## config.mk

```make
export PLATFORM = sky130hd
export DESIGN_NAME = registered_logic_array
export DESIGN_NICKNAME = d
export VERILOG_FILES = /design/src/rtl/logic_array_pkg.sv /design/src/rtl/logic_op_lane.sv /design/src/rtl/registered_logic_array.sv
export SDC_FILE = /design/constraint.sdc
export NUM_CORES = 1
export LEC_CHECK = 0
export CORE_ASPECT_RATIO = 1.2
export CORE_UTILIZATION = 41
export CTS_CLUSTER_SIZE = 10
export DETAILED_ROUTE_END_ITERATION = 8
export PLACE_DENSITY_LB_ADDON = 0.12
export SLEW_MARGIN = 20
export SYNTH_ARGS = -nofsm -noshare
export SYNTH_HDL_FRONTEND = slang
export SYNTH_HIERARCHICAL = 1
export SYNTH_SLANG_ARGS = --single-unit
```

## constraint.sdc

```tcl
create_clock -name clk -period 1.87 [get_ports clk]
set_input_delay 0.374 -clock clk [delete_from_list [all_inputs] [get_ports clk]]
set_output_delay 0.374 -clock clk [all_outputs]
set_load 0.1 [all_outputs]
```

## src/rtl/logic_array_pkg.sv

```systemverilog
// -----------------------------------------------------------------------------
// logic_array_pkg
//   Shared definitions for registered_logic_array:
//     OP_W           width of a per-channel op select
//     OP_NOR..OP_PASSA  op select encodings
//     lane_bit()     single-bit result of an op; lanes apply it bitwise
// -----------------------------------------------------------------------------
package logic_array_pkg;

    localparam int OP_W = 3;

    localparam logic [OP_W-1:0] OP_NOR   = 3'd0;
    localparam logic [OP_W-1:0] OP_NAND  = 3'd1;
    localparam logic [OP_W-1:0] OP_OR    = 3'd2;
    localparam logic [OP_W-1:0] OP_AND   = 3'd3;
    localparam logic [OP_W-1:0] OP_XOR   = 3'd4;
    localparam logic [OP_W-1:0] OP_XNOR  = 3'd5;
    localparam logic [OP_W-1:0] OP_NOTA  = 3'd6;
    localparam logic [OP_W-1:0] OP_PASSA = 3'd7;

    // Every op is bitwise, so one bit fully describes it; this keeps the
    // function independent of the lane width.
    function automatic logic lane_bit(
        input logic            a,
        input logic            b,
        input logic [OP_W-1:0] op
    );
        logic y;
        y = 1'b0;
        case (op)
            OP_NOR:   y = ~(a | b);
            OP_NAND:  y = ~(a & b);
            OP_OR:    y = a | b;
            OP_AND:   y = a & b;
            OP_XOR:   y = a ^ b;
            OP_XNOR:  y = ~(a ^ b);
            OP_NOTA:  y = ~a;
            OP_PASSA: y = a;
            default:  y = 1'b0;
        endcase
        return y;
    endfunction

endpackage

```

## src/rtl/logic_op_lane.sv

```systemverilog
// -----------------------------------------------------------------------------
// logic_op_lane
//   Purely combinational WIDTH-bit lane: y = op(a, b), applied bitwise.
//   Ports:
//     a, b  [WIDTH-1:0]  operands
//     op    [OP_W-1:0]   op select (see logic_array_pkg)
//     y     [WIDTH-1:0]  result
// -----------------------------------------------------------------------------
module logic_op_lane
    import logic_array_pkg::*;
#(
    parameter int WIDTH = 8
) (
    input  logic [WIDTH-1:0] a,
    input  logic [WIDTH-1:0] b,
    input  logic [OP_W-1:0]  op,
    output logic [WIDTH-1:0] y
);

    for (genvar gi = 0; gi < WIDTH; gi++) begin : g_bit
        assign y[gi] = lane_bit(a[gi], b[gi], op);
    end

endmodule

```

## src/rtl/registered_logic_array.sv

```systemverilog
// -----------------------------------------------------------------------------
// registered_logic_array
//   NUM_CH independent WIDTH-bit channels, each applying a run-time selected
//   bitwise op to A and B. Results travel through a two-stage valid/ready
//   pipeline (stage 1 holds operands, stage 2 holds results) with full
//   backpressure. Delivered results feed per-channel sticky change flags and
//   a saturating handshake counter.
//   Ports:
//     clk, rst_n            clock, asynchronous active-low reset
//     in_valid / in_ready   operand beat handshake
//     in_a, in_b            operands, channel c at [c*WIDTH +: WIDTH]
//     in_op                 op selects, channel c at [c*OP_W +: OP_W]
//     out_valid / out_ready result beat handshake
//     out_data              results, packed like in_a
//     chg_flag              sticky per-channel "delivered result changed"
//     chg_clr               synchronous clear of chg_flag (a set wins)
//     result_cnt            saturating count of output handshakes
// -----------------------------------------------------------------------------
module registered_logic_array
    import logic_array_pkg::*;
#(
    parameter int WIDTH  = 8,
    parameter int NUM_CH = 3,
    parameter int CNT_W  = 16
) (
    input  logic                     clk,
    input  logic                     rst_n,
    input  logic                     in_valid,
    output logic                     in_ready,
    input  logic [NUM_CH*WIDTH-1:0]  in_a,
    input  logic [NUM_CH*WIDTH-1:0]  in_b,
    input  logic [NUM_CH*OP_W-1:0]   in_op,
    output logic                     out_valid,
    input  logic                     out_ready,
    output logic [NUM_CH*WIDTH-1:0]  out_data,
    output logic [NUM_CH-1:0]        chg_flag,
    input  logic                     chg_clr,
    output logic [CNT_W-1:0]         result_cnt
);

    localparam int DW = NUM_CH * WIDTH;

    // Stage 1: registered operands
    logic                   s1_valid_q, s1_valid_d;
    logic [DW-1:0]          s1_a_q, s1_a_d;
    logic [DW-1:0]          s1_b_q, s1_b_d;
    logic [NUM_CH*OP_W-1:0] s1_op_q, s1_op_d;

    // Stage 2: registered results
    logic                   s2_valid_q, s2_valid_d;
    logic [DW-1:0]          s2_data_q, s2_data_d;

    // Delivered-result tracking
    logic [DW-1:0]          last_q, last_d;
    logic [NUM_CH-1:0]      chg_q, chg_d;
    logic [CNT_W-1:0]       cnt_q, cnt_d;

    logic [DW-1:0]          s1_result;
    logic                   adv2;
    logic                   in_hs;
    logic                   out_hs;

    // One combinational lane per channel, fed from stage 1.
    for (genvar gi = 0; gi < NUM_CH; gi++) begin : g_lane
        logic_op_lane #(
            .WIDTH (WIDTH)
        ) u_lane (
            .a  (s1_a_q[gi*WIDTH +: WIDTH]),
            .b  (s1_b_q[gi*WIDTH +: WIDTH]),
            .op (s1_op_q[gi*OP_W +: OP_W]),
            .y  (s1_result[gi*WIDTH +: WIDTH])
        );
    end

    // Handshake. in_ready looks through to out_ready so a full pipe can still
    // take a beat in the same cycle it delivers one (no skid buffer).
    always_comb begin
        adv2     = !s2_valid_q || out_ready;
        in_ready = !s1_valid_q || adv2;
        in_hs    = in_valid && in_ready;
        out_hs   = s2_valid_q && out_ready;
    end

    // Pipeline next state
    always_comb begin
        s1_valid_d = s1_valid_q;
        s1_a_d     = s1_a_q;
        s1_b_d     = s1_b_q;
        s1_op_d    = s1_op_q;
        s2_valid_d = s2_valid_q;
        s2_data_d  = s2_data_q;

        if (in_ready) begin
            s1_valid_d = in_valid;
        end
        if (in_hs) begin
            s1_a_d  = in_a;
            s1_b_d  = in_b;
            s1_op_d = in_op;
        end

        if (adv2) begin
            s2_valid_d = s1_valid_q;
            // Only overwrite the result on a real beat so out_data does not
            // wander while the output is idle.
            if (s1_valid_q) begin
                s2_data_d = s1_result;
            end
        end
    end

    // Change flags, last-delivered values and result counter
    always_comb begin
        last_d = last_q;
        chg_d  = chg_q;
        cnt_d  = cnt_q;

        for (int c = 0; c < NUM_CH; c++) begin
            // Clear first so that a same-cycle set overrides it.
            if (chg_clr) begin
                chg_d[c] = 1'b0;
            end
            if (out_hs) begin
                if (s2_data_q[c*WIDTH +: WIDTH] != last_q[c*WIDTH +: WIDTH]) begin
                    chg_d[c] = 1'b1;
                end
                last_d[c*WIDTH +: WIDTH] = s2_data_q[c*WIDTH +: WIDTH];
            end
        end

        if (out_hs && (cnt_q != {CNT_W{1'b1}})) begin
            cnt_d = cnt_q + CNT_W'(1);
        end
    end

    always_ff @(posedge clk or negedge rst_n) begin
        if (!rst_n) begin
            s1_valid_q <= 1'b0;
            s1_a_q     <= '0;
            s1_b_q     <= '0;
            s1_op_q    <= '0;
            s2_valid_q <= 1'b0;
            s2_data_q  <= '0;
            last_q     <= '0;
            chg_q      <= '0;
            cnt_q      <= '0;
        end else begin
            s1_valid_q <= s1_valid_d;
            s1_a_q     <= s1_a_d;
            s1_b_q     <= s1_b_d;
            s1_op_q    <= s1_op_d;
            s2_valid_q <= s2_valid_d;
            s2_data_q  <= s2_data_d;
            last_q     <= last_d;
            chg_q      <= chg_d;
            cnt_q      <= cnt_d;
        end
    end

    assign out_valid  = s2_valid_q;
    assign out_data   = s2_data_q;
    assign chg_flag   = chg_q;
    assign result_cnt = cnt_q;

endmodule

```

==> metrics.log, run 1 <==
INFO  metric rsz0062_at_grt = false
INFO  metric numCtsBuffers = 17
INFO  metric synth_fp_nets = about 790
INFO  metric path_max_fanout = 4
INFO  metric number_of_global_route_vias_before_repair = around 5.7k
INFO  metric synthDominantAreaCellType = dfrtp_1
INFO  metric period_share = 0.9821
INFO  metric fin_tns_setup = 0 ns
INFO  metric detail_route.drc_violations = 6
INFO  metric powerDensity = approximately 1500 nW/um^2
INFO  metric dp_hpwl = between 10,000 and 15,000 um
INFO  metric drive_above_1_share = 0.2951
INFO  metric setup_bufs_post_cts = 0
INFO  metric flow.area_growth_from_synthesis = 36.61%
INFO  metric synth-compound-area-share = 0.06976
INFO  metric yosysMostFrequentCell = dfrtp_1
INFO  metric p_sw_frac = 0.4103
INFO  metric static-leakage-power = roughly 4.7 nW
INFO  metric grt_pass1_wl = approximately 27,000 um
INFO  metric detailedRoute.firstPassIterationCount = 6
INFO  metric insertion_delay = 0.41 ns
INFO  metric post_drt_wl_per_cell = around 16 um
INFO  metric yosys_register_bits = approximately 130
INFO  metric drt_wl_total = about 17,000 um
INFO  metric synthMuxAreaShare = 0.2008
INFO  metric core.rowCount = 53
INFO  metric violated_checks = design-rule violations
INFO  metric switching_power = around 6.3 mW
INFO  metric result_of_the_run = finished, violations left
INFO  metric max-vdd-ir-drop = 1.078 mV
INFO  metric via_per_inst = approximately 5.3
INFO  metric cp-startpoint = out_ready
INFO  metric finalHoldViolCount = 0
INFO  metric die_x = around 130 um
INFO  metric worst_setup_path_end_kind = output pin
INFO  metric clk_pin_slew = 0.05 ns
INFO  metric critical_path.endpoint = in_ready
INFO  metric power = 15.25 mW
INFO  metric number_of_antenna_violations_at_the_first_check_in_global_routing = 0
INFO  metric synth.lib_cells_used.distinct = 39
INFO  metric clk_path_buf_depth = 2
INFO  metric detail_route.iter0.violations = 208
INFO  metric fin_worst_skew = approximately 0.006 ns
INFO  metric die_height = between 150 and 200 um
INFO  metric worst_setup_sp_type = primary input
INFO  metric gp_congestion = between 0.8 and 0.9
INFO  metric post_dp_cell_area = a little under 10,000 sq um
INFO  metric actual_transition_at_the_worst_max_transition_pin = around 0.48 ns
INFO  metric synthesis.area_per_instance = 11.08 sq um
INFO  metric via_count = 5,475
INFO  metric design_area = between 10,000 and 15,000 sq um
INFO  metric synth_xor_xnor_area_share = 0.07692
INFO  metric post-route-util = 0.5798
INFO  metric relSlewSlack = 0.6721
INFO  metric synth_simple_gate_area_frac = 0.08308
INFO  metric fmax = ~540 MHz
INFO  metric grt_overflow = 0
INFO  metric synth_top_cells_by_count = dfrtp_1 (126), mux2_2 (106), inv_1 (76), xnor2_1 (61), ha_1 (49)
INFO  metric seqPwrFrac = 0.305
INFO  metric clock_tree_from_tritoncts = done
INFO  metric dominant_combinational_cell_family_by_area_after_synthesis = multiplexers
INFO  metric ctsRootBufferMaster = clkbuf_16
INFO  metric route.antenna.remaining_nets = 0
INFO  metric yosysWarnings = 6
INFO  metric synth-main-ff-cell = dfrtp_1
INFO  metric drv_cap = 0
INFO  metric num-nets-final = a little over 900
INFO  metric setup_violations = 0
INFO  metric synth_top_area_frac = 0.4196
INFO  metric arrival = 1.46 ns
INFO  metric finalMaxSlewViolations = 0
INFO  metric post_synth_fa_ha_maj_area_fraction = 0.08159
INFO  metric register_to_register_setup_slack = about 0.09 ns
INFO  metric placement.io_buffers = 106
INFO  metric clock_power_share = 0.218
INFO  metric worstHoldPathType = in2async
INFO  metric p_int = around 9 mW
INFO  metric share_of_flip_flops_with_an_asynchronous_set_or_reset_after_synthesis = 1.000
INFO  metric grt_use_total = 0.1857
INFO  metric clock_tree.htree_level_count = 4
INFO  metric rr_worst_depth = 5
INFO  metric crit-reg2reg-capture = result_cnt[1]
INFO  metric worst_r2r_startpoint = result_cnt[1]
INFO  metric start_util = 0.4244
INFO  metric io_pins = around 110
INFO  metric clock-sinks = 126
INFO  metric dieArea = 18,880 sq um
INFO  metric antenna_diode_instance_count = 0
INFO  metric synth_enable_flop_cells = 0
INFO  metric fin_worst_hold_slack = between 0.4 and 0.5 ns
INFO  metric fill_cells = approximately 1.5k
INFO  metric classification_of_the_worst_setup_path = in2out
INFO  metric core-area = around 18,000 sq um
INFO  metric cell_types_occupying_the_most_area_after_synthesis = dfrtp_1 (42%), mux2_2 (16%), ha_1 (8.2%), xnor2_1 (7.1%), mux2i_1 (4.0%)
INFO  metric synth-seq-area-share = 0.4196
INFO  metric maximum_number_of_pins_on_one_net_before_global_route_repair = 52
INFO  metric p_comb_frac = 0.477
INFO  metric syn-cell-area = 7515 sq um
INFO  metric netlist_instances = ~680
INFO  metric final_period_minus_worst_setup_slack = ~1.8 ns
INFO  metric timing.critical_path.required = approximately 1.5 ns
-- layer usage --
layer	vias up	global-route usage	share of wire
met5	-	0	0
met1	2694	0.2128	0.42
met4	0	0.07073	0.015
met2	140	0.3350	0.52
met3	21	0.04407	0.045
li1	2620	-	-
-- state kept, by name, indices dropped and copies added, names as in the netlist --
name / count
last_q: 24
out_data: 24
s1_a_q: 24
s1_b_q: 24
result_cnt: 16
s1_op_q: 9
chg_flag: 3
out_valid: 1
s1_valid_q: 1
-- worst min-delay path by stage --
stage | depth (start not counted) | startpoint | slack [ns] | end
final | 2 | rst_n | 0.46 | out_data[20]
after global placement | 1 | rst_n | 0.36 | chg_flag[2]
after floorplan | 0 | rst_n | 0.08 | chg_flag[0]
after detailed placement | 1 | rst_n | 0.36 | last_q[21]
after CTS | 2 | rst_n | 0.47 | result_cnt[14]
after global routing | 2 | rst_n | 0.50 | out_data[20]
-- repair_timing --
item / in CTS / in global routing
hold endpoints to repair: 31 / 0
hold buffers: 1 / 0
resized for setup: 0 / 1
setup endpoints to repair: 0 / 4
-- logic make-up after synthesis --
family	Yosys count
compound gates	73
flops	126
simple gates	118
fa+ha+maj	49
mux	137
xor+xnor	66
buf+inv	109
-- cells in the final DEF (no fill, tap or decap), drive strengths merged, types with 4 or more instances in the layout --
| cell | instances |
|---|---|
| dfrtp | 126 |
| nand2 | 27 |
| clkdlybuf4s50 | 60 |
| nor2 | 30 |
| o21ai | 7 |
| mux2 | 107 |
| a221o | 18 |
| nand4 | 14 |
| a31oi | 37 |
| and3 | 5 |
| nor3b | 18 |
| a21oi | 8 |
| inv | 76 |
| nand2b | 6 |
| xor2 | 5 |
| clkbuf | 25 |
| buf | 82 |
| ha | 49 |
| xnor2 | 61 |
| clkinv | 4 |
| mux2i | 30 |
-- layout make-up --
cell class	instances	area, sq um	area share
multi-input cells	443	4021	0.3917
flip-flops and latches	126	3212	0.3129
repair buffers	143	1877	0.1828
clock buffers	25	485.5	0.04729
inverters	76	285.3	0.02779
well taps	220	275.3	0.02681
clock inverters	7	110.1	0.01073
-- power groups by stage --
stage	Sequential (mW)	Combinational, mW	Clock, mW
after floorplan	6.71	2.68	0
after global placement	4.65	7.17	0
after detailed placement	4.70	7.30	0
after CTS	4.67	7.34	3.41
after global routing	4.78	7.70	3.53
final	4.64	7.27	3.33
-- metrics by stage --
stage               worst slack (ns)  std cells
global placement             -0.1731       1007
finish                       0.03351       1040
global route               0.0001225       1040
detailed placement           -0.1661       1007
floorplan                    -0.6944        678
CTS                          0.03591       1040
-- worst max-delay path: stages --
cell	delay, ns
clkdlybuf4s50_1	0.47
nand3b_1	0.26
buf_4	0.20
buf_12	0.16
Power figures use the tool's default switching activity.
==> inputs of run 2 (changes only) <==
- clock period: 1.87 -> 2.22 ns (I/O delays scaled with it)
==> run 2 against run 1 <==
- design area fell by 6.7%
- sequential share of layout area up 1.9 points
- critical path depth unchanged
- worst setup slack better by 0.23 ns
- the flow still finishes with violations (design-rule violations)
- largest cell class unchanged
- via count is 1.7% lower
- critical path type unchanged
==> metrics.log, run 2 (synthesis gave the netlist of run 1 again) <==
INFO  metric timing.critical_path.required = 1.78 ns (+0.28 ns)
INFO  metric grt_overflow = 0 (unchanged)
INFO  metric actual_transition_at_the_worst_max_transition_pin = 0.5535 ns (+0.07401 ns)
INFO  metric max-vdd-ir-drop = 0.6598 mV (-39%)
INFO  metric layout_commonest_cell = dfrtp_1
INFO  metric fin_worst_skew = 0.006331 ns (+0.0002780 ns)
INFO  metric via_count = 5,382 (-1.7%)
INFO  metric die_height = 150.3 um (unchanged)
INFO  metric violated_checks = design-rule violations
INFO  metric flow.area_growth_from_synthesis = 27.49%
INFO  metric antenna_diode_instance_count = 0 (unchanged)
INFO  metric post_dp_cell_area = 9002 sq um (-6.8%)
INFO  metric relSlewSlack = 0.6310 (-0.04107)
INFO  metric post_drt_wl_per_cell = 15.71 um (-1.1%)
INFO  metric fmax = around 510 MHz
INFO  metric dp_hpwl = 12,180 um (-2.0%)
INFO  metric finalMaxSlewViolations = 0 (unchanged)
INFO  metric clk_path_buf_depth = 2 (unchanged)
INFO  metric numCtsBuffers = 17 (unchanged)
INFO  metric route.antenna.remaining_nets = 0 (unchanged)
INFO  metric io_pins = 107 (unchanged)
INFO  metric clock_tree_from_tritoncts = done
INFO  metric maximum_number_of_pins_on_one_net_before_global_route_repair = 40 (-23%)
INFO  metric dieArea = 18,880 sq um (unchanged)
INFO  metric final_period_minus_worst_setup_slack = just under 2 ns
INFO  metric core.rowCount = 53 (unchanged)
INFO  metric path_max_fanout = 5 (+1)
INFO  metric fill_cells = 1,542 (+3.8%)
INFO  metric num-nets-final = 909 (-0.98%)
INFO  metric setup_bufs_post_cts = 0 (unchanged)
INFO  metric classification_of_the_worst_setup_path = in2out
INFO  metric grt_pass1_wl = 26,970 um (-1.3%)
INFO  metric worstHoldPathType = in2async
INFO  metric start_util = 0.4244 (unchanged)
INFO  metric finalHoldViolCount = 0 (unchanged)
INFO  metric insertion_delay = 0.41 ns (about the same)
INFO  metric detailroute.wirelength.met2 = 8035 um (-6.1%)
INFO  metric clk_pin_slew = 0.05 ns (about the same)
INFO  metric core-area = 17,710 sq um (unchanged)
INFO  metric grt_use_total = 0.1818 (-0.003844)
INFO  metric fin_tns_setup = 0 ns (unchanged)
INFO  metric clock_tree.htree_level_count = 4 (unchanged)
INFO  metric detail_route.drc_violations = 10 (+4)
INFO  metric cts_hold_repair.buffers = 0 (-1)
INFO  metric route.layer.met1.wl = 7091 um (+1.7%)
INFO  metric drv_cap = 0 (unchanged)
INFO  metric arrival = 1.51 ns (+0.05 ns)
INFO  metric worst_setup_sp_type = primary input
INFO  metric detail_route.iter0.violations = 241 (+16%)
INFO  metric ctsRootBufferMaster = clkbuf_16
INFO  metric clock-sinks = 126 (unchanged)
INFO  metric met3WireLength = 705 um (-4.2%)
INFO  metric design_area = 9580 sq um (-6.7%)
INFO  metric die_x = 125.6 um (unchanged)
INFO  metric powerDensity = 1231 nW/um^2 (-17%)
INFO  metric worst_setup_path_end_kind = output pin
INFO  metric drt_wl_total = 16,180 um (-2.1%)
INFO  metric result_of_the_run = finished, violations left
INFO  metric detailedRoute.firstPassIterationCount = 7 (+1)
INFO  metric via_per_inst = 5.225 (-0.74%)
INFO  metric place.detailed.instances = 999 (-0.79%)
INFO  metric drive_above_1_share = 0.2840 (-0.01117)
INFO  metric static-leakage-power = 4.418 nW (-5.0%)
INFO  metric fin_worst_hold_slack = 0.01500 ns (-0.4480 ns)
INFO  metric setup_violations = 0 (unchanged)
INFO  metric layout.cells.most_common_list = dfrtp_1 (111), inv_1 (76), mux2_2 (66), buf_4 (66), xnor2_1 (61)
INFO  metric post-route-util = 0.5411 (-0.03872)
INFO  metric highest_layer = met4
INFO  metric finish.cell_count_without_fillers = 1,030 (-0.96%)
INFO  metric number_of_global_route_vias_before_repair = 5,563 (-2.1%)
INFO  metric placement.io_buffers = 106 (unchanged)
INFO  metric cts_resized = 0 (unchanged)
INFO  metric rsz0062_at_grt = false
INFO  metric period_share = 0.8824
INFO  metric number_of_antenna_violations_at_the_first_check_in_global_routing = 0 (unchanged)
INFO  metric gp_congestion = 0.8427 (-1.6%)
[run 2: cell types whose count changed in the layout (fill, tap and decap cells not counted), moves of 2 or more]
cell and delta:
buf_4 +36, buf_12 -44, dfrtp_1 +2, dfrtp_4 -12, dfrtp_2 +10
[run 2: cell type report]
cell class	instances	area, sq um	area share
inverter	76	285.3	0.02978
multi-input combinational	443	4006	0.4182
clock buffer	25	495.5	0.05172
tap	220	275.3	0.02873
timing repair buffer	134	1256	0.1311
sequential	126	3179	0.3319
clock inverter	6	82.58	0.008620
[run 2: through the flow]
stage / worst slack [ns] / total power, mW
after floorplan: -0.3444 / 7.876
after global placement: 0.08392 / 9.013
after detailed placement: 0.1122 / 9.161
after CTS: 0.2630 / 11.93
after global routing: 0.2305 / 12.41
final: 0.2610 / 11.79
[run 2: path summary, 6_finish.rpt]
check	cells after the start	slack, ns	to	startpoint
max	4	0.26	in_ready	out_ready
min	1	0.01	last_q[17]	rst_n
max reg2reg	5	0.32	result_cnt[1]	result_cnt[0]
min reg2reg	1	0.49	out_valid	s1_valid_q
max in group asynchronous	2	1.63	s1_a_q[12]	rst_n
min in group clk	1	0.49	out_valid	s1_valid_q
[run 2: power by group]
part,total [mW],internal [mW],switching [mW]
logic,5.35,1.97,3.38
registers,3.73,2.98,0.746
clock network,2.72,1.76,0.957
total,11.8,6.72,5.08
[run 2: worst max-delay path, cell delays in order]
cell and delay, ns:
clkdlybuf4s50_1 0.47, nand3b_1 0.25, buf_4 0.19, buf_12 0.16
[run 2: layer usage]
metal / global-route usage / vias up
met1: 0.2188 / 2649
met3: 0.03589 / 24
met4: 0.08902 / 0
met5: 0 / -
met2: 0.3119 / 128
li1: - / 2581
